--- src/rtl/cpu7_trap_ctrl.sv ---
// ---------------------------------------------------------------------------
// cpu7_trap_ctrl
//
// Trap and interrupt controller for the cpu7 core, sitting beside fetch.
// It picks one event per IDLE cycle from synchronous exceptions, level
// interrupts and mret. It drains the pipeline through drain_req/drain_ack,
// with a bounded wait. It then issues a one-cycle PC redirect, together with
// the matching mepc/mcause/mstatus update strobes for the CSR file.
//
// Ports
//   clk, reset              core clock, asynchronous active-high reset
//   excp_pc                 PC of the instruction in decode
//   excp_illinstr/ecall/ebreak, mret_req   decode-stage events
//   irq, csr_irq_en         interrupt lines and their per-line enables
//   csr_mstatus_mie         global interrupt enable
//   csr_mtvec, csr_mepc     trap vector / mret return address
//   drain_ack               pipeline is empty
//   drain_req               stall fetch and drain (registered)
//   nop_fetch               squash fetched instruction (combinational)
//   flush_pc_ena, flush_pc  redirect strobe and target (target is comb)
//   mepc_*, mcause_*        CSR write strobes and data (registered)
//   mstatus_trap/mret       mstatus update pulses (registered)
//   drain_tmo_err           sticky: a drain timed out
// ---------------------------------------------------------------------------
module cpu7_trap_ctrl #(
    parameter int unsigned XLEN      = 32,
    parameter int unsigned NIRQ      = 4,
    parameter int unsigned DRAIN_TMO = 15
) (
    input  logic            clk,
    input  logic            reset,
    input  logic [XLEN-1:0] excp_pc,
    input  logic            excp_illinstr,
    input  logic            excp_ecall,
    input  logic            excp_ebreak,
    input  logic            mret_req,
    input  logic [NIRQ-1:0] irq,
    input  logic [NIRQ-1:0] csr_irq_en,
    input  logic            csr_mstatus_mie,
    input  logic [XLEN-1:0] csr_mtvec,
    input  logic [XLEN-1:0] csr_mepc,
    input  logic            drain_ack,
    output logic            drain_req,
    output logic            nop_fetch,
    output logic            flush_pc_ena,
    output logic [XLEN-1:0] flush_pc,
    output logic            mepc_we,
    output logic [XLEN-1:0] mepc_wdata,
    output logic            mcause_we,
    output logic [XLEN-1:0] mcause_wdata,
    output logic            mstatus_trap,
    output logic            mstatus_mret,
    output logic            drain_tmo_err
);

    typedef enum logic [1:0] {IDLE, DRAIN, REDIRECT} state_t;
    typedef enum logic [1:0] {KIND_EXC, KIND_INT, KIND_MRET} kind_t;

    localparam logic [4:0] CAUSE_ILL    = 5'd2;
    localparam logic [4:0] CAUSE_ECALL  = 5'd11;
    localparam logic [4:0] CAUSE_EBREAK = 5'd3;

    // Line 0 is the external interrupt, line 1 the timer, the rest are
    // platform lines mapped from cause 18 upwards.
    function automatic logic [4:0] irq_cause(input int idx);
        if (idx == 0)      return 5'd11;
        else if (idx == 1) return 5'd7;
        else               return 5'(16 + idx);
    endfunction

    state_t          state;
    kind_t           lat_kind;
    logic [4:0]      lat_code;
    logic [XLEN-1:0] lat_pc;
    logic [7:0]      cnt;

    logic [NIRQ-1:0] irq_act;
    logic            int_pend;
    logic [4:0]      int_code;
    logic            any_excp;
    logic            evt_valid;
    kind_t           evt_kind;
    logic [4:0]      evt_code;
    logic [XLEN-1:0] vec_base;

    assign irq_act  = irq & csr_irq_en;
    assign int_pend = csr_mstatus_mie & (|irq_act);
    assign any_excp = excp_illinstr | excp_ecall | excp_ebreak;

    // Scan from the top down so the lowest active index is written last.
    // NOTE: every always_comb output gets a default before any condition,
    // otherwise a missed branch infers a latch.
    always_comb begin
        int_code = '0;
        for (int i = NIRQ - 1; i >= 0; i--) begin
            if (irq_act[i]) int_code = irq_cause(i);
        end
    end

    always_comb begin
        evt_valid = 1'b1;
        evt_kind  = KIND_EXC;
        evt_code  = '0;
        if (excp_illinstr)      evt_code = CAUSE_ILL;
        else if (excp_ecall)    evt_code = CAUSE_ECALL;
        else if (excp_ebreak)   evt_code = CAUSE_EBREAK;
        else if (int_pend) begin
            evt_kind = KIND_INT;
            evt_code = int_code;
        end
        else if (mret_req)      evt_kind = KIND_MRET;
        else                    evt_valid = 1'b0;
    end

    // Squash the fetched instruction in the cycle an interrupt is accepted,
    // so the interrupted instruction is not partially executed.
    assign nop_fetch = (state == IDLE) & ~any_excp & int_pend;

    // The redirect target is computed combinationally so that mret uses
    // csr_mepc as it stands in the redirect cycle.
    assign vec_base = {csr_mtvec[XLEN-1:2], 2'b00};

    always_comb begin
        flush_pc = '0;
        if (state == REDIRECT) begin
            if (lat_kind == KIND_MRET)
                flush_pc = csr_mepc;
            else if (csr_mtvec[1:0] == 2'b01 && lat_kind == KIND_INT)
                flush_pc = vec_base + (XLEN'(lat_code) << 2);
            else
                flush_pc = vec_base;
        end
    end

    // NOTE: sequential state uses non-blocking assignments so every register
    // sees the pre-edge value of every other register.
    always_ff @(posedge clk or posedge reset) begin
        if (reset) begin
            state         <= IDLE;
            lat_kind      <= KIND_EXC;
            lat_code      <= '0;
            lat_pc        <= '0;
            cnt           <= '0;
            drain_req     <= 1'b0;
            flush_pc_ena  <= 1'b0;
            mepc_we       <= 1'b0;
            mepc_wdata    <= '0;
            mcause_we     <= 1'b0;
            mcause_wdata  <= '0;
            mstatus_trap  <= 1'b0;
            mstatus_mret  <= 1'b0;
            drain_tmo_err <= 1'b0;
        end else begin
            flush_pc_ena <= 1'b0;
            mepc_we      <= 1'b0;
            mcause_we    <= 1'b0;
            mstatus_trap <= 1'b0;
            mstatus_mret <= 1'b0;
            case (state)
                IDLE: begin
                    if (evt_valid) begin
                        lat_kind  <= evt_kind;
                        lat_code  <= evt_code;
                        lat_pc    <= excp_pc;
                        cnt       <= '0;
                        drain_req <= 1'b1;
                        state     <= DRAIN;
                    end
                end
                DRAIN: begin
                    cnt <= cnt + 8'd1;
                    // An ack arriving on the timeout cycle still counts as a
                    // clean drain.
                    if (drain_ack || cnt == 8'(DRAIN_TMO)) begin
                        if (!drain_ack) drain_tmo_err <= 1'b1;
                        drain_req    <= 1'b0;
                        flush_pc_ena <= 1'b1;
                        mepc_we      <= (lat_kind != KIND_MRET);
                        mepc_wdata   <= lat_pc;
                        mcause_we    <= (lat_kind != KIND_MRET);
                        mcause_wdata <= {lat_kind == KIND_INT,
                                         {(XLEN - 6){1'b0}}, lat_code};
                        mstatus_trap <= (lat_kind != KIND_MRET);
                        mstatus_mret <= (lat_kind == KIND_MRET);
                        state        <= REDIRECT;
                    end
                end
                REDIRECT: state <= IDLE;
                default:  state <= IDLE;
            endcase
        end
    end

endmodule

--- config.mk ---
export PLATFORM = sky130hd
export DESIGN_NAME = cpu7_trap_ctrl
export DESIGN_NICKNAME = d
export VERILOG_FILES = /design/src/rtl/cpu7_trap_ctrl.sv
export SDC_FILE = /design/constraint.sdc
export NUM_CORES = 1
export LEC_CHECK = 0
export BUFFER_PORTS_ARGS = -buffer_cell sky130_fd_sc_hd__buf_2
export CORE_UTILIZATION = 45
export CTS_CLUSTER_DIAMETER = 200
export DETAILED_ROUTE_END_ITERATION = 7
export GPL_TIMING_DRIVEN = 0
export PLACE_DENSITY = 0.8
export SLEW_MARGIN = 20
export SYNTH_ARGS = -nofsm -noshare
export SYNTH_HDL_FRONTEND = slang
export SYNTH_SLANG_ARGS = --single-unit
--- constraint.sdc ---
create_clock -name clk -period 3.6 [get_ports clk]
set_input_delay 0.72 -clock clk [delete_from_list [all_inputs] [get_ports clk]]
set_output_delay 0.72 -clock clk [all_outputs]
set_load 0.02 [all_outputs]
# Yosys cells after proc, flatten, opt, wreduce, memory -nomap -nowiden
# Cells that the tools add are included.
word_totals:
  ff_bits: 92
  inputBits: 112
  word_cells: 77
op_classes:
  n_addsub: 2
  eq_ne: 9
  mux: 35
  n_bitwise: 8
  reduce_logical: 11
op_table:
  columns: ["op", "n"]
  rows:
  - ["32-bit 2-to-1 mux", 3]
  - ["5-bit 2-to-1 mux", 8]
  - ["32-bit by 7-bit adder with 32-bit output", 1]
  - ["8-bit one-hot mux with 2 select lines", 1]
  - ["2-bit 2-to-1 mux", 7]
  - ["1-bit 2-to-1 mux", 13]
  - ["8-bit by 1-bit adder with 8-bit output, second input constant", 1]
  - ["8-bit by 4-bit == test with 1-bit output, second input constant", 1]
  - ["8-bit 2-to-1 mux", 1]
  - ["2-bit AND reduction", 4]
  - ["2-bit by 1-bit == test with 1-bit output, second input constant", 3]
  - ["2-bit != test, second input constant", 3]
  - ["3-bit AND reduction", 2]
  - ["4-bit bitwise AND", 1]
  - ["2-bit == test, second input constant", 2]
  - ["2-bit one-hot mux with 2 select lines", 1]
  - ["4-bit OR reduction", 1]
  - ["1-bit bitwise AND", 3]
  - ["2-bit logical NOT", 1]
  - ["1-bit NOT", 2]
  - ["1-bit bitwise OR", 2]
  - ["1-bit one-hot mux with 2 select lines", 1]
  - ["2-bit nonzero test", 1]
  - ["1-bit logical AND", 1]
  - ["1-bit logical OR", 1]

# Longest topological paths before layout
# Gate-level depths: netlist of the first run.
depth:
  word_depth: 9
  ltp_mapped: 9

# Worst setup path after synthesis of the first run
# No wires, ideal clock.
synth_path:
  path_kind: "in2out"
  start: "input port csr_mtvec[2]"
  end: "output port flush_pc[10]"
  arrival_ns: 2.836
  required_time_ns: 2.880
  slack_ns: 0.044
  path_stages: 9
  path_buffers: 1
  path_cell_list: "ha_1 -> inv_1 -> fa_1 -> nor2b_1 -> o2111ai_1 -> clkbuf_1 -> a21oi_1 -> xnor2_1 -> a211oi_1"
synth_between:
  elab_chain_cells: 4
synth_rtl:
  columns: ["item", "line_no", "source"]
  rows:
  - ["from (decl)", "40", "input logic [XLEN-1:0] csr_mtvec,"]
  - ["32-bit by 7-bit adder with 32-bit output", "129", "flush_pc = vec_base + (XLEN'(lat_code) << 2);"]
  - ["32-bit 2-to-1 mux", "128", "else if (csr_mtvec[1:0] == 2'b01 && lat_kind == KIND_INT)"]
  - ["32-bit 2-to-1 mux", "126", "if (lat_kind == KIND_MRET)"]
  - ["32-bit 2-to-1 mux", "125", "if (state == REDIRECT) begin"]
  - ["to (decl)", "46", "output logic [XLEN-1:0] flush_pc,"]
# Every way passes these cells.

# Worst setup path after layout of the first run
layout_path:
  start: "input port csr_mtvec[16]"
  end: "output port flush_pc[31]"
# The elaborated chain is that of the path after synthesis.

==> impl_metrics.py, run 1 <==
metrics = {
    "run_status": {
        "status": "completed",
    },
    "pwr": {
        "finalPower_mw": 4.76,
        "p_leak_nw": 3.49,
        "p_per_area_mw_per_mm2": 693,
        "ir_drop_mv": 0.629,
    },
    "global_route": {
        "track_usage_pct": 22.6,
        "antenna_found_initial": 2,
        "grt_max_degree": 56,
        "grt_pass1_vias": 4306,
        "gr-total-overflow": 0,
        "grt_first_pass_wirelength_microns": 20800,
    },
    "logic_synthesis": {
        "ys_seq_area_share_pct": 44.5,
        "syn_inst": 561,
        "synthDistinctLibCells": 58,
        "async_reset_ff_share_pct": 100,
        "synthTopCellsByArea": "dfrtp_1 (45%), nand2_1 (9.7%), mux2_2 (8.1%), buf_4 (4.1%), o21ai_0 (3.1%)",
        "synth_edf_count": 0,
        "yosys.area.top_type": "dfrtp_1",
        "synth-seq-cells": 92,
        "synthFlopType": "dfrtp_1",
        "syn_area_per_cell_sq_um": 9.22,
        "ys_warn_count": 0,
        "synthesis.area_sq_mm": 0.00517,
        "yosysTopAreaCellShare_pct": 44.5,
    },
    "run": {
        "max_cap_viol_count": 0,
    },
    "worst_setup_path": {
        "crit_arrival_ns": 2.82,
        "end_kind": "output port",
        "cp_max_fo": 8,
        "crit_chain": "buf_2 -> nand4_1 -> nor4_1 -> nand4_1 -> mux2_2 -> nor3_1 -> buf_2",
        "critPathLaunchType": "input port",
        "r2r_slack_ns": 0.95,
        "required_ns": 2.88,
        "critPathKind": "in -> out",
        "cp_slowest_cell": "nor4_1",
        "slowest_delay_ns": 0.61,
    },
    "sta": {
        "fin_crit_ns": 3.54,
        "layout_setup_ws_ns": 0.0578,
        "rsz0062_at_grt": "false",
        "hold_violations": 0,
        "drv_slew": 0,
        "worst_hold_slack_ns": 0.419,
        "fmax_mhz": 282,
        "post-route-period-util_pct": 98.4,
        "clock_skew_ns": 0.00561,
        "worst_pin_slew_ns": 0.921,
        "slew_headroom_pct": 37.7,
        "setup_viol": 0,
    },
    "floorplan": {
        "start_util_pct": 46.9,
        "fp.dieW_microns": 109,
        "die_y_microns": 109,
        "io_pins": 216,
        "core_area_sq_mm": 0.0110,
        "dieArea_sq_mm": 0.0119,
        "row_count": 38,
    },
    "clocking": {
        "numCtsBuffers": 9,
        "clkLatencyLatePin_ns": 0.33,
        "cts.htree.levels": 3,
        "ctsHoldBuffers": 0,
        "path_clk_slew_ns": 0.07,
        "cts_root_buffer": "clkbuf_16",
        "cts_tree": "built",
        "clockBufferDepth": 2,
        "cts.sinks": 92,
    },
    "placement": {
        "post-place-cells": 915,
        "pre_cts_slack_ns": -0.371,
        "dp_hpwl_microns": 10600,
        "place_congestion": 0.986,
        "portBuffers": 188,
    },
    "min_path": {
        "hp-class": "in -> async",
    },
    "route": {
        "post-route-drc-count": 0,
        "antenna_left": 0,
        "drt-total-wl_microns": 14000,
        "avgRoutedWirePerCell_microns": 14.9,
        "vias": 4840,
        "first_pass_iters": 5,
        "via_per_inst": 5.17,
        "drt_iter0_markers": 363,
    },
    "finish": {
        "final_nets": 910,
        "nFillCells": 966,
        "syn_to_final_growth_pct": 32.7,
        "finalNonFillerCells": 937,
        "fin_util_pct": 62.2,
        "drive_gt1_share_pct": 37.9,
    },
}
-- flip-flops by register name, summed over array words and instances, names as in the netlist --
name	flops
lat_pc	32
mepc_wdata	32
cnt	8
mcause_wdata	6
lat_code	5
lat_kind	2
state	2
drain_req	1
drain_tmo_err	1
flush_pc_ena	1
mstatus_mret	1
mstatus_trap	1
-- layer usage --
metal  up-vias  track usage (%)  wire [microns]
li1       2342                -               -
met3        20             6.46            1120
met5         -                0              19
met1      2257             26.9            5660
met4         2             5.90             200
met2       219             39.9            6960
-- cell usage after synthesis (all sizes together), types with 2 or more instances --
library cell and instances:
nand4 9, or4 2, and2 2, or2 3, a311oi 2, o21ai 36, nor2 22, nor4 4
a21oi 28, a21o 3, or2b 2, buf 33, or3 3, clkbuf 23, nand3 18, xor2 7
mux2 37, ha 6, mux2i 3, nor3 4, o31ai 4, inv 19, a22o 2, a211oi 13
o211ai 4, a2111oi 5, nand3b 3, dfrtp 92, nand2 134, xnor2 18
-- critical path, delay by kind of cell --
family | cells | cell delay (ns)
buffers and inverters | 2 | 0.36
AND/OR/NAND/NOR | 4 | 1.44
multiplexers | 1 | 0.30
-- worst paths after layout --
check                      depth (start not counted)               to     startpoint
min in group clk                                   1    drain_tmo_err  drain_tmo_err
max                                                7     flush_pc[31]  csr_mtvec[16]
max reg2reg                                        6  mcause_wdata[4]         cnt[0]
max in group asynchronous                          3  mcause_wdata[2]          reset
min                                                2       lat_pc[12]          reset
min reg2reg                                        1    drain_tmo_err  drain_tmo_err
-- power breakdown --
group / switching [mW] / internal (mW)
registers: 0.230 / 1.47
clock network: 0.398 / 0.586
logic: 1.30 / 0.776
total: 1.93 / 2.83
-- what timing repair did --
action,CTS,global route
pin swaps,1,2
gates cloned,0,1
setup buffers,1,3
setup endpoints to repair,10,13
gates resized for setup,6,11
-- layout make-up --
| class | count | area [sq um] | share of cell area, % |
|---|---|---|---|
| timing repair buffer | 194 | 1030 | 15.0 |
| antenna | 1 | 2.50 | 0.0365 |
| tap | 140 | 175 | 2.55 |
| inverter | 19 | 73.8 | 1.08 |
| clock inverter | 5 | 66.3 | 0.967 |
| clock buffer | 11 | 253 | 3.68 |
| multi-input combinational | 419 | 2610 | 38.1 |
| buffer | 56 | 345 | 5.03 |
| sequential | 92 | 2300 | 33.6 |
-- cell families after synthesis --
family / count (synthesis) / share of synthesized area [%]
buffers and inverters: 75 / 7.81
AO/OA/AOI/OAI: 107 / 14.2
other: 1 / 0.0725
multiplexers: 40 / 8.64
AND/OR/NAND/NOR: 214 / 18.7
XOR/XNOR: 25 / 4.23
flip-flops: 92 / 44.5
adder cells (fa/ha/maj): 7 / 1.84
-- cells in the final DEF, fill, tap and decap left out, types with 3 or more instances in the layout --
cell       netlist  routed
o31ai_1          3       3
clkbuf_16        0      10
a21oi_1         28      27
mux2i_1          3       3
inv_1           19      18
clkbuf_1        23      22
nor4_1           3       3
mux2_2          37      37
a211oi_1        13      12
conb_1           1      26
o211ai_1         4       4
o21ai_1          4       3
nor3_1           4       4
nor2_1          22      22
dfrtp_1         92      92
nand4_1          9       9
buf_4           28      34
a2111oi_4        3       4
or3_1            3       3
ha_1             6       5
xnor2_1         18      18
a21o_1           3       3
buf_2            2     189
or2_2            3       3
nand3_1         18      18
nand3b_1         3       3
o21ai_0         32      32
xor2_1           7       7
nand2_1        134     134
-- through the flow --
stage / area [sq um] / TNS, ns
after floorplan: 5270 / 0
after global placement: 6380 / -48.97
after detailed placement: 6410 / -2.18
after CTS: 6760 / 0
after global routing: 6860 / 0
final: 6860 / 0
No activity file was read; power rests on OpenSTA's default activity.
==> run 2: changes to the inputs <==
--- a/config.mk
+++ b/config.mk
@@ -6,11 +6,11 @@
 export NUM_CORES = 1
 export LEC_CHECK = 0
 export BUFFER_PORTS_ARGS = -buffer_cell sky130_fd_sc_hd__buf_2
-export CORE_UTILIZATION = 45
+export CORE_UTILIZATION = 49
 export CTS_CLUSTER_DIAMETER = 200
 export DETAILED_ROUTE_END_ITERATION = 7
 export GPL_TIMING_DRIVEN = 0
-export PLACE_DENSITY = 0.8
+export PLACE_DENSITY_LB_ADDON = 0.1
 export SLEW_MARGIN = 20
 export SYNTH_ARGS = -nofsm -noshare
 export SYNTH_HDL_FRONTEND = slang
==> run 2 against run 1 <==
  * First-iteration DRC count down 3.0%
  * Global-route usage grew 2.6 points
  * Via count shrank 2.4%
  * Clock skew grew 0.0036 ns
  * Clock power fell by 31%
  * Setup slack improved by 0.084 ns
  * Clock-buffer cell count increased by 1
  * Die area fell by 8.0%
  * Combinational power about the same
  * Non-clock buffer count is 5 lower
  * Final cell count fell by 1.3%
  * Power is 6.7% lower
==> impl_metrics.py, run 2 (synthesis results as in run 1) <==
metrics = {
    "clocking": {
        "ctsHoldBuffers": 0,
        "path_clk_slew_ns": 0.08,
        "clockBufferDepth": 2,
        "cts_root_buffer": "clkbuf_8",
        "numCtsBuffers": 9,
        "cts_tree": "built",
        "cts.sinks": 92,
        "cts.htree.levels": 3,
        "clkLatencyLatePin_ns": 0.36,
        "post-cts-setup-buffers": 0,
    },
    "global_route": {
        "grt_first_pass_wirelength_microns": 22000,
        "grt_pass1_vias": 4545,
        "antenna_found_initial": 0,
        "gr-total-overflow": 0,
        "grt_max_degree": 49,
        "track_usage_pct": 25.2,
        "use_met2_pct": 44.9,
        "grt-busiest-layer": "met2",
        "use_met1_pct": 30.1,
        "use_met3_pct": 4.05,
    },
    "placement": {
        "place_area_sq_mm": 0.00641,
        "post-place-cells": 911,
        "dp_hpwl_microns": 10600,
        "place_congestion": 0.869,
        "portBuffers": 188,
    },
    "route": {
        "antenna_left": 0,
        "avgRoutedWirePerCell_microns": 14.8,
        "first_pass_iters": 5,
        "via_per_inst": 5.11,
        "post-route-drc-count": 0,
        "drt_iter0_markers": 352,
        "vias": 4724,
        "drt-total-wl_microns": 13700,
    },
    "finish": {
        "final_common_cell": "buf_2",
        "n_antenna_cell": 0,
        "fin_util_pct": 64.7,
        "layout_common_cells": "buf_2 (191), nand2_1 (134), dfrtp_1 (92)",
        "top_regs": "lat_pc: 32 flops, mepc_wdata: 32 flops, cnt: 8 flops",
        "drive_gt1_share_pct": 37.1,
        "finalNonFillerCells": 925,
        "syn_to_final_growth_pct": 28.6,
        "final_nets": 905,
        "nFillCells": 963,
        "postLayoutCellArea_sq_mm": 0.00665,
    },
    "worst_setup_path": {
        "required_ns": 2.88,
        "crit_arrival_ns": 2.74,
        "r2r_slack_ns": 0.89,
        "cp_max_fo": 10,
        "end_kind": "output port",
        "critPathLaunchType": "input port",
        "critPathKind": "in -> out",
    },
    "sta": {
        "slew_headroom_pct": 40.7,
        "worst_pin_slew_ns": 0.884,
        "tns_ns": 0,
        "hold_violations": 0,
        "setup_viol": 0,
        "drv_slew": 0,
        "clock_skew_ns": 0.00918,
        "rsz0062_at_grt": "false",
        "fin_crit_ns": 3.46,
        "post-route-period-util_pct": 96.1,
        "fmax_mhz": 289,
    },
    "pwr": {
        "p_leak_nw": 3.40,
        "ir_drop_mv": 0.542,
        "finalPower_mw": 4.44,
        "p_per_area_mw_per_mm2": 667,
    },
    "floorplan": {
        "fp.dieW_microns": 105,
        "io_pins": 216,
        "die_y_microns": 105,
        "start_util_pct": 50.3,
        "row_count": 37,
        "core_area_sq_mm": 0.0103,
        "dieArea_sq_mm": 0.0110,
    },
    "run": {
        "max_cap_viol_count": 0,
    },
    "run_status": {
        "status": "completed",
    },
    "min_path": {
        "hp-class": "in -> async",
    },
}
[run 2: layout make-up]
class | instances | area [sq um] | area share, %
Clock buffer | 12 | 155 | 2.33
Inverter | 19 | 73.8 | 1.11
Buffer | 56 | 345 | 5.19
Multi-Input combinational cell | 419 | 2600 | 39.1
Timing Repair Buffer | 189 | 968 | 14.6
Clock inverter | 2 | 35.0 | 0.527
Sequential cell | 92 | 2300 | 34.6
Tap cell | 136 | 170 | 2.56
[run 2: final timing paths]
check,cells after the start,startpoint,to
setup / recovery,11,csr_mtvec[2],flush_pc[8]
hold / removal,2,reset,lat_pc[24]
hold reg to reg,1,drain_tmo_err,drain_tmo_err
min in group clk,1,drain_tmo_err,drain_tmo_err
setup reg to reg,6,cnt[0],mcause_wdata[2]
max in group asynchronous,3,reset,state[1]
[run 2: layer usage]
layer	up-vias	part of all wire, %
li1	2318	-
met1	2227	41
met2	163	51
met3	16	5.7
met4	0	1.7
met5	-	0
[run 2: where the power goes]
part / leakage (nW) / switching, mW / internal (mW)
logic: 2.14 / 1.30 / 0.770
registers: 1.15 / 0.227 / 1.46
clock network: 0.0983 / 0.325 / 0.351
[run 2: through the flow]
step,worst slack (ns),hold slack [ns]
2_1_floorplan,0.0439,0.442
3_3_place_gp,-0.406,0.437
3_5_place_dp,-0.297,0.446
4_1_cts,0.00580,0.441
5_1_grt,0.0339,0.461
6_report,0.142,0.434
[run 2: timing repair]
action                     CTS  global route
resized for setup            6             7
gates cloned                 0             0
setup endpoints to repair   10            10
[run 2: worst max-delay path, cell delays in order]
cell and delay (ns):
buf_2 0.11, ha_1 0.17, inv_1 0.06, fa_2 0.37, nor2b_4 0.16, o2111ai_4 0.17, buf_8 0.21, a21oi_1 0.16
xnor2_1 0.08, a211oi_1 0.30, buf_2 0.23
